## src/rtl/clock_period_meter.sv

```systemverilog
// Measures period and high time of a slow strobe derived from clk_i and flags lock/timeout.
// Define CLOCK_PERIOD_METER_SYNC_EN to add a two-flop synchronizer ahead of edge detection.
module clock_period_meter #(
  parameter int COUNTER_WIDTH = 8
) (
  input  logic                     clk_i,
  input  logic                     rst,
  input  logic                     en_i,
  input  logic                     sig_i,
  output logic [COUNTER_WIDTH-1:0] period_o,
  output logic [COUNTER_WIDTH-1:0] high_o,
  output logic                     valid_o,
  output logic                     lock_o,
  output logic                     timeout_o
);

  typedef enum logic {IDLE, MEAS} state_e;

  localparam logic [COUNTER_WIDTH-1:0] CNT_MAX = '1;
  localparam logic [COUNTER_WIDTH-1:0] CNT_ONE = {{(COUNTER_WIDTH-1){1'b0}}, 1'b1};

  state_e                   state_q, state_d;
  logic [COUNTER_WIDTH-1:0] cnt_q, cnt_d;
  logic [COUNTER_WIDTH-1:0] hcap_q, hcap_d;
  logic [COUNTER_WIDTH-1:0] period_q, period_d;
  logic [COUNTER_WIDTH-1:0] high_q, high_d;
  logic                     valid_q, valid_d;
  logic                     lock_q, lock_d;
  logic                     timeout_q, timeout_d;
  logic                     have_q, have_d;
  logic                     sig_q, prev_q;
  logic                     rise, fall;

`ifdef CLOCK_PERIOD_METER_SYNC_EN
  logic sig_m_q;

  always_ff @(posedge clk_i or posedge rst) begin
    if (rst) begin
      sig_m_q <= 1'b0;
      sig_q   <= 1'b0;
    end else begin
      sig_m_q <= sig_i;
      sig_q   <= sig_m_q;
    end
  end
`else
  always_ff @(posedge clk_i or posedge rst) begin
    if (rst) sig_q <= 1'b0;
    else     sig_q <= sig_i;
  end
`endif

  always_ff @(posedge clk_i or posedge rst) begin
    if (rst) prev_q <= 1'b0;
    else     prev_q <= sig_q;
  end

  assign rise = sig_q & ~prev_q;
  assign fall = ~sig_q & prev_q;

  always_ff @(posedge clk_i or posedge rst) begin
    if (rst) begin
      state_q   <= IDLE;
      cnt_q     <= '0;
      hcap_q    <= '0;
      period_q  <= '0;
      high_q    <= '0;
      valid_q   <= 1'b0;
      lock_q    <= 1'b0;
      timeout_q <= 1'b0;
      have_q    <= 1'b0;
    end else begin
      state_q   <= state_d;
      cnt_q     <= cnt_d;
      hcap_q    <= hcap_d;
      period_q  <= period_d;
      high_q    <= high_d;
      valid_q   <= valid_d;
      lock_q    <= lock_d;
      timeout_q <= timeout_d;
      have_q    <= have_d;
    end
  end

  // A rise closing a period beats the saturation timeout; dropping en_i beats both.
  always_comb begin
    state_d   = state_q;
    cnt_d     = cnt_q;
    hcap_d    = hcap_q;
    period_d  = period_q;
    high_d    = high_q;
    valid_d   = 1'b0;
    lock_d    = lock_q;
    timeout_d = 1'b0;
    have_d    = have_q;
    if (!en_i) begin
      state_d = IDLE;
      cnt_d   = '0;
      lock_d  = 1'b0;
    end else begin
      case (state_q)
        IDLE: begin
          cnt_d = '0;
          if (rise) begin
            state_d = MEAS;
            cnt_d   = CNT_ONE;
            have_d  = 1'b0;
          end
        end
        MEAS: begin
          if (fall) hcap_d = cnt_q;
          if (rise) begin
            period_d = cnt_q;
            high_d   = hcap_q;
            valid_d  = 1'b1;
            cnt_d    = CNT_ONE;
            lock_d   = have_q && (cnt_q == period_q) && (hcap_q == high_q);
            have_d   = 1'b1;
          end else if (cnt_q == CNT_MAX) begin
            timeout_d = 1'b1;
            lock_d    = 1'b0;
            state_d   = IDLE;
            cnt_d     = '0;
          end else begin
            cnt_d = cnt_q + CNT_ONE;
          end
        end
        default: state_d = IDLE;
      endcase
    end
  end

  assign period_o  = period_q;
  assign high_o    = high_q;
  assign valid_o   = valid_q;
  assign lock_o    = lock_q;
  assign timeout_o = timeout_q;

endmodule

```

## config.mk

```make
export PLATFORM = sky130hd
export DESIGN_NAME = clock_period_meter
export DESIGN_NICKNAME = d
export VERILOG_FILES = /design/src/rtl/clock_period_meter.sv
export SDC_FILE = /design/constraint.sdc
export NUM_CORES = 1
export LEC_CHECK = 0
export CORE_ASPECT_RATIO = 0.5
export CORE_MARGIN = 2
export CORE_UTILIZATION = 54
export DETAILED_ROUTE_END_ITERATION = 8
export GPL_TIMING_DRIVEN = 0
export PLACE_DENSITY = 0.81
export SKIP_LAST_GASP = 1
export SLEW_MARGIN = 20
export SYNTH_ARGS = -nofsm -noshare
export SYNTH_HDL_FRONTEND = slang
export SYNTH_SLANG_ARGS = --single-unit
```

## constraint.sdc

```tcl
create_clock -name clk_i -period 1.7 [get_ports clk_i]
set_input_delay 0.34 -clock clk_i [delete_from_list [all_inputs] [get_ports clk_i]]
set_output_delay 0.34 -clock clk_i [all_outputs]
set_load 0.005 [all_outputs]
```

==> impl_metrics.toml <==
[grt]
grt_pass1_wl_um = 5112
antenna_found_initial = 0
grt_max_degree = 31
grt-ovfl-total = 0
grt_use_total = 0.1883
grt_pass1_vias = 1041

[power]
seqPwrFrac = 0.571
pwr-share-comb = 0.072
peakVddDrop_mv = 0.4355
p_leak_nw = 1.121
total_power_mw = 1.701
p_int_mw = 1.302
swShare = 0.2349
power.density_nw_per_um2 = 781.5
p_sw_mw = 0.3997
p_clk_frac = 0.357

[drt]
routed_wl_um = 3124
via_count = 1106
drt_first_pass_iters = 6
drc = 2
dr.first_iter.drc_count = 60
detail-route-antenna-nets = 0
wl_per_cell_um = 15.02
avgViaCountPerCell = 5.317

[worst_hold_path]
hp-class = "in2async"

[cells_and_area]
area_delta_synth_final_pct = 20.67
fin_nets = 172
fin_cells = 208
final_cell_mix = "38 x dfrtp_1, 22 x clkdlybuf4s50_1, 18 x xor2_1"
regArea_um2 = 977.2
final_core_util = 0.7022
fillCellCount = 208
fin_area_um2 = 2177
diodes = 0
multi_input_area_um2 = 768.2
drive_above_1_share = 0.2738
final_common_cell = "dfrtp_1"

[cts]
cts_inserted_buffers = 5
cts.sinks = 39
cts-root-buf = "clkbuf_8"
cts_htree_levels = 2
worstSkewPairLatency_ns = 0.29
path_clk_slew_ns = 0.08
clk_path_buf_depth = 2
tritoncts = "done"
cts_setup_buffers = 0

[floorplanning]
initial_core_util = 0.5819
coreArea_um2 = 3100
io_pins = 23
fp.dieH_um = 44.88
die-area_um2 = 3848
rows = 14
die_w_um = 85.75

[run_status]
violations = "design-rule violations"
status = "complete, but fails checks"

[placed_design]
place_area_um2 = 2095
io_buffers = 22
place_inst = 200
dpl.hpwl_um = 2183
globalplace.congestion = 0.7868

[sta]
fin_crit_ns = 1.572
fin_tns_setup_ns = 0
rsz0062_at_grt = "no"
finClkSkew_ns = 0.007525
setup_violations = 0
slew_headroom = 0.7929
hold_violations = 0
tightest_slew_ns = 0.3095
post-route-period-util = 0.9250
slew_viol_final = 0
max_freq_ghz = 0.6359

[flow_run]
cap_violations = 0

[logic_synthesis]
netlist_area_um2 = 1804
synth_fp_nets = 142
async_reset_ff_frac = 1.000
synth.distinct_cells = 27
synth_edf_count = 0
syn-instance-count = 137
synth_seq_area_share = 0.5409
ys_seq_elements = 39
yosysWarnings = 0
ys_dominant_reg_cell = "dfrtp_1"
synth_top_area_frac = 0.5409
avgSynthCellArea_um2 = 13.17
netlist_top_cells_area = "dfrtp_1 54%, mux2_2 10%, xor2_1 8.7%, mux2_4 6.7%, xnor2_1 1.9%"
yosysTopAreaCell = "dfrtp_1"

[setup_path]
critPathCaptureType = "register"
crit_type = "reg2reg"
ff2ff_setup_slack_ns = 0.13
arrival_ns = 1.78
worstPathMaxFanout = 7
start_kind = "register"
cp.required_ns = 1.91
[cell type report]
class / instances / area share
multi-input cells: 88 / 0.3529
plain buffers: 6 / 0.02069
clock inverters: 1 / 0.002299
well taps: 40 / 0.02299
repair buffers: 23 / 0.1103
flip-flops and latches: 39 / 0.4489
clock buffers: 7 / 0.03506
inverters: 4 / 0.006897
[path summary, 6_finish.rpt]
| path | startpoint | to | cells after the start |
|---|---|---|---|
| setup / recovery | cnt_q[0] | lock_o | 5 |
| hold / removal | rst | period_o[1] | 2 |
| setup reg to reg | cnt_q[0] | lock_o | 5 |
| hold reg to reg | sig_q | prev_q | 0 |
| max in group asynchronous | rst | cnt_q[0] | 3 |
| min in group clk_i | sig_q | prev_q | 0 |
[cells by family (layout without fill, tap and decap cells)]
family / count (synthesis) / after routing / synth area share
fa+ha+maj: 1 / 1 / 0.006934
xor+xnor: 22 / 22 / 0.1068
mux: 24 / 24 / 0.1664
buf+inv: 10 / 41 / 0.03328
simple gates: 37 / 37 / 0.1248
compound gates: 4 / 4 / 0.02080
flops: 39 / 39 / 0.5409
[metal layers]
layer / global-route usage / vias to the layer above / part of all wire
met5: 0 / - / 0
li1: - / 527 / -
met3: 0.06581 / 5 / 0.039
met2: 0.2594 / 18 / 0.42
met4: 0.08571 / 0 / 0.020
met1: 0.2704 / 556 / 0.52
[registers in the layout, indices dropped and copies added (netlist names)]
signal	cells
cnt_q	8
hcap_q	8
high_o	8
period_o	8
have_q	1
lock_o	1
prev_q	1
sig_q	1
state_q	1
timeout_o	1
valid_o	1
[through the flow]
stage                     hold slack [ns]  worst slack (ns)
after floorplan                    0.3714            0.3036
after global placement             0.4302           -0.3376
after detailed placement           0.4409           -0.1671
after CTS                          0.2866           0.09199
after global routing               0.3140          0.008798
final                              0.2800            0.1275
[Yosys cell counts, types with 2 or more instances]
cell and instances:
a21oi_1 2, buf_2 3, buf_6 2, dfrtp_1 39, inv_1 4, mux2_2 16
mux2_4 8, nand2_1 7, nand2b_1 2, nand3_1 6, nand3b_1 2, nor2_1 9
nor4_1 3, xnor2_1 4, xor2_1 18
[critical path, stage by stage, from the launching register on]
cell,delay (ns)
dfrtp_2,0.47
ha_1,0.26
and4_2,0.26
a221oi_2,0.32
nand2_1,0.11
o31ai_2,0.06
[what timing repair did]
action / 4_1_cts / 5_1_grt
setup endpoints to repair: 0 / 3
hold buffers: 0 / 0
resized for setup: 0 / 1
[power by group through the flow]
stage	clock [mW]	sequential, mW	combinational [mW]
6_report	0.608	0.972	0.122
5_1_grt	0.656	0.975	0.135
4_1_cts	0.620	0.972	0.125
3_5_place_dp	0	0.990	0.125
3_3_place_gp	0	0.989	0.117
2_1_floorplan	0	0.986	0.0752
(Power assumes the default switching activity.)
